`src/rtl/hazard_stall_ctrl.sv`:
```
// hazard_stall_ctrl: arbitrates load-use, multiply, branch and halt into pipeline enables/flushes.
// Ports: clk, rst (sync, active-high); conflict_stall, branch_taken_ex, mul_ex, halt in;
//        pc_en, ifid_en, ifid_flush, idex_en, idex_flush, exmem_flush, mul_busy,
//        stall_cnt, flush_cnt out.
module hazard_stall_ctrl #(
    parameter int MUL_CYCLES = 4,
    parameter int CNT_W      = 32
) (
    input  logic             clk,
    input  logic             rst,
    input  logic             conflict_stall,
    input  logic             branch_taken_ex,
    input  logic             mul_ex,
    input  logic             halt,
    output logic             pc_en,
    output logic             ifid_en,
    output logic             ifid_flush,
    output logic             idex_en,
    output logic             idex_flush,
    output logic             exmem_flush,
    output logic             mul_busy,
    output logic [CNT_W-1:0] stall_cnt,
    output logic [CNT_W-1:0] flush_cnt
);
    typedef enum logic [1:0] {RUN, MUL_WAIT, HALT} state_t;
    localparam logic [3:0] MLOAD = (MUL_CYCLES >= 2) ? 4'(MUL_CYCLES - 2) : 4'd0;
    localparam logic [CNT_W-1:0] ONE = {{(CNT_W-1){1'b0}}, 1'b1};
    state_t state_q, state_d;
    logic [3:0] mcnt_q, mcnt_d;
    logic [CNT_W-1:0] stall_cnt_q, flush_cnt_q;
    logic run, mul_go, frz, mstall, br, ld;
    always_comb begin
        run    = (state_q == RUN) && !halt;
        mul_go = run && mul_ex && (MUL_CYCLES >= 2);
        // halt wins in both RUN and MUL_WAIT; HALT itself is sticky until rst
        frz    = (state_q == HALT) || halt;
        mstall = mul_go || ((state_q == MUL_WAIT) && !halt && (mcnt_q != 4'd0));
        br     = run && !mul_go && branch_taken_ex;
        ld     = run && !mul_go && !branch_taken_ex && conflict_stall;
        pc_en       = !(frz || mstall || ld);
        ifid_en     = !(frz || mstall || ld);
        idex_en     = !(frz || mstall);
        ifid_flush  = br;
        idex_flush  = br || ld;
        exmem_flush = mstall;
        mul_busy    = (state_q == MUL_WAIT);
        state_d = frz ? HALT : mul_go ? MUL_WAIT :
                  ((state_q == MUL_WAIT) && (mcnt_q != 4'd0)) ? MUL_WAIT : RUN;
        mcnt_d  = mul_go ? MLOAD : (state_q == MUL_WAIT && !halt && mcnt_q != 4'd0) ? mcnt_q - 4'd1 : mcnt_q;
    end
    always_ff @(posedge clk) begin
        if (rst) begin
            state_q     <= RUN;
            mcnt_q      <= 4'd0;
            stall_cnt_q <= '0;
            flush_cnt_q <= '0;
        end else begin
            state_q <= state_d;
            mcnt_q  <= mcnt_d;
            if ((mstall || ld) && !(&stall_cnt_q)) stall_cnt_q <= stall_cnt_q + ONE;
            if (br && !(&flush_cnt_q)) flush_cnt_q <= flush_cnt_q + ONE;
        end
    end
    assign stall_cnt = stall_cnt_q;
    assign flush_cnt = flush_cnt_q;
endmodule

```
`config.mk`:
```
export PLATFORM = sky130hd
export DESIGN_NAME = hazard_stall_ctrl
export DESIGN_NICKNAME = d
export VERILOG_FILES = /design/src/rtl/hazard_stall_ctrl.sv
export SDC_FILE = /design/constraint.sdc
export NUM_CORES = 1
export LEC_CHECK = 0
export ABC_AREA = 1
export CAP_MARGIN = 20
export CORE_MARGIN = 2
export CORE_UTILIZATION = 38
export DETAILED_ROUTE_END_ITERATION = 6
export MAX_ROUTING_LAYER = met4
export SLEW_MARGIN = 10
export SYNTH_ARGS = -nofsm -noshare
export SYNTH_HDL_FRONTEND = slang
export SYNTH_SLANG_ARGS = --single-unit
```
`constraint.sdc`:
```
create_clock -name clk -period 2.6 [get_ports clk]
set_input_delay 0.26 -clock clk [delete_from_list [all_inputs] [get_ports clk]]
set_output_delay 0.26 -clock clk [all_outputs]
set_load 0.05 [all_outputs]
```
Yosys cells after proc, flatten, opt, wreduce, memory -nomap -nowiden. Index checks and enable logic that the tools add are counted. Widths: inputs -> output; s select.

Add/sub/neg operators: 3. Multipliers: 0. Divide/modulo/power cells: 0. Magnitude comparators: 0. Eq/ne operators: 2. Shift-type cells: 0. Muxes and demuxes: 5. Bitwise gates (word level): 0. Reduce and logical (&&, ||, !) cells: 31.

Operators by type and width (number): $add 32x1->32 const B (2); $reduce_and 32->1 (2); $logic_and 1x1->1 (11); $logic_not 1->1 (7); $logic_or 1x1->1 (6); $mux 2 (3); $reduce_bool 4->1 (1); $reduce_or 2->1 (2); $sub 4x1->4 const B (1); $eq 2x1->1 const B (1); $eq 2x2->1 const B (1); $logic_not 2->1 (1); $mux 1 (2); $reduce_bool 2->1 (1).

Register bits: 70. Bits in latches: 0. Bits in writable memories: 0. ROM bits: 0. Input port bits: 6. Word-level logic and storage cells: 47. Memories: 0.

Longest topological paths before layout. Gate-level depths: netlist of run 1.

Word-level depth: 9. Mapped depth: 12. Mapped depth without buffers: 11.

Least setup slack after synthesis of run 1. Ideal clock, no wire load.

Path type: reg2out. Start: register mcnt_q[0]. End: output pc_en. Arrival time: 2484 ps. Data required time: 2340 ps. Path slack: -144 ps. Stages on the path, launching flop included: 8. Cells stage by stage: dfxtp_1 -> inv_1 -> ha_1 -> nand3_1 -> nand2_1 -> nand2_2 -> nor3_1 -> buf_4.

Word-level cells in the longest chain between the ends: 6.

Ends and longest elaborated chain: start, declared (line 29) `logic [3:0] mcnt_q, mcnt_d;`; start signal, assigned (line 59) `mcnt_q <= mcnt_d;`; $reduce_bool 4->1 (line 37) `mstall = mul_go || ((state_q == MUL_WAIT) && !halt && (mcnt_q != 4'd0));`; $logic_and 1x1->1 (line 37); $logic_or 1x1->1 (line 37); named net exmem_flush (line 20) `output logic exmem_flush,`; $logic_or 1x1->1 (2 in a row); $logic_not 1->1; end, declared (line 15) `output logic pc_en,`.

The timed path passes the listed nets, and every way through them passes these cells.

Worst setup path after layout of run 1.
Start: register mcnt_q[0]. End: output exmem_flush.

Word-level cells in the longest chain between the ends: 3.

Ends and longest elaborated chain (line): $reduce_bool 4->1 (37); $logic_and 1x1->1 (37); $logic_or 1x1->1 (37); end, declared (20).

Every way passes these cells.

==> results of run 1 <==
per-layer routing:
metal  vias up  track usage, %  wire, µm
met1      2123           23.93      5612
met5         -               -         0
met2        77           35.85      6274
met4         0           5.447       119
met3        11           3.348       339
li1       2466               -         -
worst max path at each step:
stage              start           to  depth (start not counted)
2_1_floorplan  mcnt_q[0]        pc_en                          7
3_3_place_gp        halt  exmem_flush                          5
3_5_place_dp        halt  exmem_flush                          5
4_1_cts        mcnt_q[0]  exmem_flush                          6
5_1_grt        mcnt_q[0]  exmem_flush                          6
6_report       mcnt_q[0]  exmem_flush                          6
through the flow:
step	util (%)	cells	cell area (µm²)	total power [mW]	hold slack, ps
2_1_floorplan	-	737	4563	1.351	443.4
3_3_place_gp	45.85	948	5439	1.427	464.2
3_5_place_dp	45.85	948	5439	1.434	462.5
4_1_cts	48.55	964	5759	2.756	473.1
5_1_grt	48.55	964	5759	2.823	498.1
6_report	48.55	964	5759	2.717	469.1
power by group through the flow:
stage               clock (mW)  sequential (mW)  combinational [mW]
finish                    1.31             1.12               0.288
global placement             0             1.14               0.284
detailed placement           0             1.14               0.290
CTS                       1.34             1.12               0.291
global route              1.39             1.12               0.311
floorplan                    0             1.19               0.160
cells in the mapped netlist, types with 5 or more instances:
cell	count
sky130_fd_sc_hd__clkbuf_1	8
sky130_fd_sc_hd__o21ai_0	5
sky130_fd_sc_hd__xor2_1	12
sky130_fd_sc_hd__nand4_1	12
sky130_fd_sc_hd__a21oi_1	32
sky130_fd_sc_hd__nand2_1	238
sky130_fd_sc_hd__buf_6	5
sky130_fd_sc_hd__nor2_4	7
sky130_fd_sc_hd__inv_1	65
sky130_fd_sc_hd__nand3_1	50
sky130_fd_sc_hd__nor2_2	7
sky130_fd_sc_hd__nor2_1	141
sky130_fd_sc_hd__nand2_2	18
sky130_fd_sc_hd__a21oi_2	22
sky130_fd_sc_hd__xnor2_1	9
sky130_fd_sc_hd__nor3_1	6
sky130_fd_sc_hd__dfxtp_1	70
placed cells by master, fill, tap and decap left out, drive strengths merged:
cell type	netlist	routed
nand2	258	258
nor2	156	156
dfxtp	70	70
clkdlybuf4s50	0	70
inv	67	67
a21oi	54	54
nand3	52	52
buf	11	13
clkbuf	8	13
nand4	12	12
xor2	12	12
xnor2	9	9
o21ai	9	9
nor3	6	6
clkinv	2	4
nand3b	3	3
ha	3	3
and2	2	2
o21a	1	1
or2	1	1
a311oi	1	1
bufinv	0	1
area by class of cell:
cell class / count / area [µm²]
Fill cell: 1225 / 6102
Timing Repair Buffer: 83 / 820.8
Tap cell: 147 / 183.9
Clock buffer: 13 / 280.3
Sequential cell: 70 / 1401
Clock inverter: 3 / 40.04
Multi-Input combinational cell: 579 / 2774
Inverter: 69 / 259.0
logic make-up after synthesis:
kind of cell	share of synthesized area, %
flops	30.74
xor+xnor	4.035
compound gates	9.086
fa+ha+maj	0.8236
buf+inv	8.509
simple gates	46.80
sequential cells by signal (all words and copies together), names as in the netlist:
name and flops:
state_q 2, stall_cnt 32, mcnt_q 4, flush_cnt 32
worst max-delay path, delay by kind of cell, from the launching register on:
kind | cells | cell delay (ps)
buffers and inverters | 2 | 880
flip-flops | 1 | 330
AND/OR/NAND/NOR | 3 | 320
adder cells (fa/ha/maj) | 1 | 200
==> flow_summary.ini, run 1 <==
[finish]
area_growth_syn_to_layout_pct = 26.35
final_layout_size_suffix_gt1_share_pct = 11.26
inserted_diodes = 0
fin_nets = 821

[sta]
min_period_over_period_pct = 88.80
finalMaxSlewViolations = 0
max_slew_margin_pct = 56.01
fin_skew_ps = 4.791
setup_total_negative_slack_ps = 0
setup_ws_ps = 291.2
setup_violations = 0
fmax_mhz = 433.1
hold_violations = 0
worst_slew_pin_slew_ps = 655.8
grt_setup_unrepaired = no
fin_crit_ps = 2309

[clock_network]
cts_buffers = 9
post_cts.repair.setup_buffers = 0
path_clk_slew_ps = 60
insertion_delay_ps = 330
holdBufCountCts = 0
cts_tree = done
postCtsResizedCells = 0
ctsHtreeMaxLevel = 3
clock-sinks = 70
clk_root_buffer_cell = sky130_fd_sc_hd__clkbuf_16
ctsLongestPathBuffers = 2

[power]
net-switching-power_mw = 0.6902
seq_pwr_share_pct = 41.2
p_int_mw = 2.027
p_sw_share_pct = 25.40
power_frac_clock_pct = 48.2
powerDensity_mw_per_mm2 = 471.8
power.ir.vdd_worst_uv = 322.8
p_leak_nw = 2.262
combinational_share_of_power_pct = 10.6

[worst_setup_path]
cp_max_fo = 6
critPathCaptureType = primary output
crit_path_start_kind = register
path_class = reg -> out
crit_path_cell_chain = inv_1, ha_1, nand3_1, nand2_1, nand2_2, clkdlybuf4s50_1
slowest_delay_ps = 820
reg2reg_from = flush_cnt[0]
crit_slowest_cell = sky130_fd_sc_hd__clkdlybuf4s50_1
rr_endpoint = flush_cnt[7]
cp.required_ps = 2340
reg2reg_slack_ps = 490
cp_data_arrival_time_ps = 2050
worst_r2r_path_depth = 11

[synthesis]
synth_top_area_share_pct = 30.74
top_cells_by_area_in_the_synthesized_netlist = sky130_fd_sc_hd__dfxtp_1 (31%), sky130_fd_sc_hd__nand2_1 (20%), sky130_fd_sc_hd__nor2_1 (12%), sky130_fd_sc_hd__nand3_1 (5.5%), sky130_fd_sc_hd__inv_1 (5.4%)
cell_area_after_synthesis_mm2 = 0.004558
synth-warning-count = 0
synth-edff-count = 0
yosysUniqueCellTypes = 34
synthesis.area_per_instance_um2 = 6.185
synth.largest_area_cell = sky130_fd_sc_hd__dfxtp_1
synthArstFlopShare_pct = 0
synth_fp_nets = 746
post_synth_inst_count = 737
ys_seq_area_share_pct = 30.74
top_ff_cell_synth = sky130_fd_sc_hd__dfxtp_1
synth.ff_latch_count = 70

[run]
cap_violations = 0

[global_routing]
grt_max_degree = 38
initial_antenna_violation_count = 0
grtUsageTotal_pct = 20.28
grt_pass1_wl_um = 20560
grt_pass1_vias = 4387
globalRoute.totalOverflow = 0

[placed_design]
port_buffers = 76
dp_hpwl_um = 9268
post-place-ws_ps = 389.0
place.gp.congestion = 0.9158

[routing]
drt-total-wl_um = 12340
dr.first_iter.drc_count = 315
drt_pass1_iterations = 4
detailroute.via_count = 4677
post_dr_wirelength_cell_um = 12.80
drt-vias-per-instance = 4.852
post-route-drc-count = 0
ant_nets = 0

[floorplan]
chipWidth_um = 113.5
rows = 40
top_level_ports = 77
initial_core_util_pct = 38.43
floorplan.core_area_mm2 = 0.01186
chipHeight_um = 113.5
die-area_mm2 = 0.01289

[hold_path]
hp-start = mcnt_q[3]
holdPathEnd = mcnt_q[3]
min_path_type = reg -> reg
worstHoldPathCells = 2

[run_status]
status = finished, final reports clean
Note: power is estimated with default switching activity, not from simulation.
==> run 2: changes to the inputs <==
--- a/config.mk
+++ b/config.mk
@@ -10,6 +10,7 @@
 export CORE_MARGIN = 2
 export CORE_UTILIZATION = 38
 export DETAILED_ROUTE_END_ITERATION = 6
+export GPL_ROUTABILITY_DRIVEN = 0
 export MAX_ROUTING_LAYER = met4
 export SLEW_MARGIN = 10
 export SYNTH_ARGS = -nofsm -noshare
==> flow_summary.ini, run 2 (synthesis results as in run 1) <==
[run_status]
status = finished, final reports clean

[clock_network]
ctsLongestPathBuffers = 2
clock-sinks = 70
ctsHtreeMaxLevel = 3
path_clk_slew_ps = 50
cts_buffers = 9
holdBufCountCts = 0
post_cts.repair.setup_buffers = 0
clk_root_buffer_cell = sky130_fd_sc_hd__clkbuf_16
insertion_delay_ps = 340
cts_tree = done
postCtsResizedCells = 0

[worst_setup_path]
crit_path_cell_chain = inv_1, ha_1, nand3_1, nand2_1, nand2_2, clkdlybuf4s50_1
cp_max_fo = 6
rr_endpoint = flush_cnt[7]
cp.required_ps = 2340
path_class = reg -> out
worst_r2r_path_depth = 11
crit_slowest_cell = sky130_fd_sc_hd__clkdlybuf4s50_1
critPathCaptureType = primary output
crit_path_start_kind = register
reg2reg_from = flush_cnt[0]
reg2reg_slack_ps = 510
slowest_delay_ps = 820
cp_data_arrival_time_ps = 2070

[power]
powerDensity_mw_per_mm2 = 467.3
power.ir.vdd_worst_uv = 310.2
p_leak_nw = 2.252

[global_routing]
globalRoute.totalOverflow = 0
initial_antenna_violation_count = 0
grt_pass1_vias = 4417
grtUsageTotal_pct = 20.81
grt_max_degree = 38
grt_pass1_wl_um = 20860

[sta]
setup_total_negative_slack_ps = 0
hold_ws_ps = 481.1
max_slew_margin_pct = 64.29
worst_slew_pin_slew_ps = 533.9
grt_setup_unrepaired = no
min_period_over_period_pct = 89.55
setup_violations = 0
fin_skew_ps = 5.453
fmax_mhz = 429.5
fin_crit_ps = 2328
finalMaxSlewViolations = 0
hold_violations = 0

[run]
cap_violations = 0

[routing]
post_dr_wirelength_cell_um = 12.88
drt-vias-per-instance = 4.883
detailroute.via_count = 4702
ant_nets = 0
drt-total-wl_um = 12410
drt_pass1_iterations = 4
dr.first_iter.drc_count = 262
post-route-drc-count = 0

[placed_design]
port_buffers = 76
dpl_cell_area_mm2 = 0.005439
dp_hpwl_um = 9188

[hold_path]
min_path_type = reg -> reg
hp-start = mcnt_q[3]
holdPathEnd = mcnt_q[3]
worstHoldPathCells = 2

[floorplan]
floorplan.core_area_mm2 = 0.01186
rows = 40
chipHeight_um = 113.5
die-area_mm2 = 0.01289
chipWidth_um = 113.5
top_level_ports = 77
initial_core_util_pct = 38.43

[finish]
inserted_diodes = 0
final_layout_size_suffix_gt1_share_pct = 11.03
mostFrequentLayoutCells = sky130_fd_sc_hd__nand2_1 (238), sky130_fd_sc_hd__nor2_1 (141), sky130_fd_sc_hd__dfxtp_1 (70), sky130_fd_sc_hd__clkdlybuf4s50_1 (70), sky130_fd_sc_hd__inv_1 (65)
design_area_mm2 = 0.005743
fin_nets = 821
area_growth_syn_to_layout_pct = 26.00
n_fill_cell = 1246
final_common_cell = sky130_fd_sc_hd__nand2_1
==> run 2: area by class of cell <==
cell class | instances | area, µm² | area share, %
inverters | 69 | 259.0 | 4.510
clock inverters | 5 | 75.07 | 1.307
multi-input cells | 579 | 2774 | 48.30
well taps | 147 | 183.9 | 3.203
clock buffers | 10 | 229.0 | 3.987
flip-flops and latches | 70 | 1401 | 24.40
repair buffers | 83 | 820.8 | 14.29
==> run 2: worst max path at each step <==
stage / start / endpoint / slack, ps / cells past startpoint
6_report: mcnt_q[0] / exmem_flush / 270 / 6
5_1_grt: mcnt_q[0] / exmem_flush / 180 / 6
4_1_cts: mcnt_q[0] / exmem_flush / 240 / 6
3_5_place_dp: halt / exmem_flush / 400 / 5
3_3_place_gp: halt / exmem_flush / 430 / 5
2_1_floorplan: mcnt_q[0] / pc_en / 350 / 7
==> run 2: metrics by stage <==
stage          util (%)  instances  power (mW)  worst slack, ps
2_1_floorplan         -        737       1.351            350.9
3_3_place_gp      45.85        948       1.427            426.8
3_5_place_dp      45.85        948       1.432            404.1
4_1_cts           48.42        963       2.729            242.5
5_1_grt           48.42        963       2.802            180.9
6_report          48.42        963       2.684            271.7
==> run 2: power by group <==
part | internal, mW | total (mW) | switching, mW
Clock | 0.829 | 1.28 | 0.449
Sequential | 1.09 | 1.12 | 0.0277
Combinational | 0.0899 | 0.286 | 0.196
==> run 2: routing by layer <==
layer / routed length (µm) / GRT usage (%) / up-vias
met5: 0 / - / -
met4: 140 / 5.447 / 0
met2: 6279 / 36.57 / 101
met3: 615 / 5.473 / 12
li1: - / - / 2450
met1: 5371 / 23.54 / 2139
==> run 2: critical path: cells and delay by family, from the launching register on <==
kind	cells	cell delay, ps
and+or+nand+nor	3	310
DFF	1	340
buffers and inverters	2	880
adders and majority gates	1	210
==> run 3: changes to the inputs <==
--- a/config.mk
+++ b/config.mk
@@ -6,11 +6,11 @@
 export NUM_CORES = 1
 export LEC_CHECK = 0
 export ABC_AREA = 1
-export CAP_MARGIN = 20
 export CORE_MARGIN = 2
 export CORE_UTILIZATION = 38
 export DETAILED_ROUTE_END_ITERATION = 6
 export GPL_ROUTABILITY_DRIVEN = 0
+export GPL_TIMING_DRIVEN = 0
 export MAX_ROUTING_LAYER = met4
 export SLEW_MARGIN = 10
 export SYNTH_ARGS = -nofsm -noshare
==> flow_summary.ini, run 3 (synthesis results as in run 1) <==
[sta]
setup_total_negative_slack_ps = 0
min_period_over_period_pct = 91.97
setup_violations = 0
fin_crit_ps = 2391
worst_slew_pin_slew_ps = 775.3
finalMaxSlewViolations = 0
hold_ws_ps = 262.6
fin_skew_ps = 6.708
max_slew_margin_pct = 48.32
fmax_mhz = 418.2
grt_setup_unrepaired = no
hold_violations = 0

[clock_network]
clock-sinks = 70
ctsHtreeMaxLevel = 3
holdBufCountCts = 0
insertion_delay_ps = 350
cts_tree = done
cts_buffers = 9
path_clk_slew_ps = 60
ctsLongestPathBuffers = 2
clk_root_buffer_cell = sky130_fd_sc_hd__clkbuf_16

[global_routing]
grt_use_met1_pct = 24.70
grt_pass1_wl_um = 21510
grt.busiest_layer = met2
grtUsageTotal_pct = 21.62
grt_pass1_vias = 4470
met3_usage_pct = 5.260
globalRoute.totalOverflow = 0
initial_antenna_violation_count = 0
grt_max_degree = 15
global_route.usage.met2_pct = 36.69

[floorplan]
chipWidth_um = 113.5
die-area_mm2 = 0.01289
initial_core_util_pct = 38.43
rows = 40
chipHeight_um = 113.5
top_level_ports = 77
floorplan.core_area_mm2 = 0.01186

[placed_design]
port_buffers = 75
dp_hpwl_um = 10050

[power]
net-switching-power_mw = 0.7605
combinational_share_of_power_pct = 11.7
powerDensity_mw_per_mm2 = 450.7
power_frac_clock_pct = 45.4
seq_pwr_share_pct = 42.9
power.ir.vdd_worst_uv = 495.4
p_leak_nw = 2.273
p_int_mw = 1.846
p_sw_share_pct = 29.17

[worst_setup_path]
cp.required_ps = 2340
critPathCaptureType = primary output
reg2reg_slack_ps = 760
cp_data_arrival_time_ps = 2130
reg2reg_from = flush_cnt[0]
timing.critical_path.from = mcnt_q[0]
crit_path_start_kind = register
path_class = reg -> out
cp_max_fo = 6

[routing]
ant_nets = 0
post_dr_wirelength_cell_um = 13.36
dr.first_iter.drc_count = 312
post-route-drc-count = 0
drt-vias-per-instance = 4.918
drt_pass1_iterations = 5
detailroute.via_count = 4795
drt-total-wl_um = 13020

[finish]
fin_nets = 832
inserted_diodes = 0
sequential_cell_area_mm2 = 0.001401
fin_util_pct = 48.77
n_fill_cell = 1225
final_layout_size_suffix_gt1_share_pct = 10.87
area_growth_syn_to_layout_pct = 26.90
final_common_cell = sky130_fd_sc_hd__nand2_1
multiInputGateArea_mm2 = 0.002774
mostFrequentLayoutCells = sky130_fd_sc_hd__nand2_1 (238), sky130_fd_sc_hd__nor2_1 (141), sky130_fd_sc_hd__clkdlybuf4s50_1 (72)

[hold_path]
hp-start = rst
min_path_type = in -> reg

[run]
cap_violations = 0

[run_status]
status = finished, final reports clean
-- run 3: per-layer routing --
layer	wire length, µm	vias to the layer above
met5	0	-
met4	378	0
met2	6354	128
met3	590	29
li1	-	2477
met1	5699	2161
-- run 3: metrics by stage --
stage / setup slack [ps] / cell area, µm² / cells / power [mW]
6_report: 208.9 / 5784 / 975 / 2.607
5_1_grt: 57.03 / 5784 / 975 / 2.717
4_1_cts: 5.620 / 5779 / 975 / 2.640
3_5_place_dp: 10.53 / 5498 / 959 / 1.451
3_3_place_gp: 48.58 / 5498 / 959 / 1.444
2_1_floorplan: 350.9 / 4563 / 737 / 1.351
-- run 3: final timing paths --
check,depth (start not counted),to
worst max-delay path,7,idex_en
worst min-delay path,2,stall_cnt[31]
worst max register to register,11,flush_cnt[7]
worst min register to register,2,mcnt_q[3]
-- run 3: power by group through the flow --
stage | combinational [mW] | sequential (mW) | clock (mW)
5_1_grt | 0.330 | 1.12 | 1.26
3_3_place_gp | 0.301 | 1.14 | 0
2_1_floorplan | 0.160 | 1.19 | 0
6_report | 0.305 | 1.12 | 1.18
3_5_place_dp | 0.308 | 1.14 | 0
4_1_cts | 0.308 | 1.12 | 1.21
-- run 3: critical path, cell delays in order, from the launching register on --
cell and delay (ps):
sky130_fd_sc_hd__dfxtp_1 320, sky130_fd_sc_hd__inv_1 70, sky130_fd_sc_hd__ha_1 180, sky130_fd_sc_hd__nand3_1 80, sky130_fd_sc_hd__nand2_1 130, sky130_fd_sc_hd__nand2_2 110
sky130_fd_sc_hd__nor2_1 100, sky130_fd_sc_hd__clkdlybuf4s50_1 800
-- run 3: area by class of cell --
| type | count | area share, % |
|---|---|---|
| buffer | 19 | 2.228 |
| multi-input combinational | 579 | 47.96 |
| clock inverter | 7 | 0.9950 |
| inverter | 69 | 4.478 |
| sequential | 70 | 24.23 |
| tap | 147 | 3.180 |
| timing repair buffer | 75 | 13.04 |
| clock buffer | 9 | 3.894 |
-- run 3: what timing repair did --
| item | CTS | global route |
|---|---|---|
| gates resized for setup | 1 | 2 |
| endpoints found under the setup margin | 1 | 2 |
| pin swaps | 0 | 0 |
| buffers inserted | 0 | 0 |
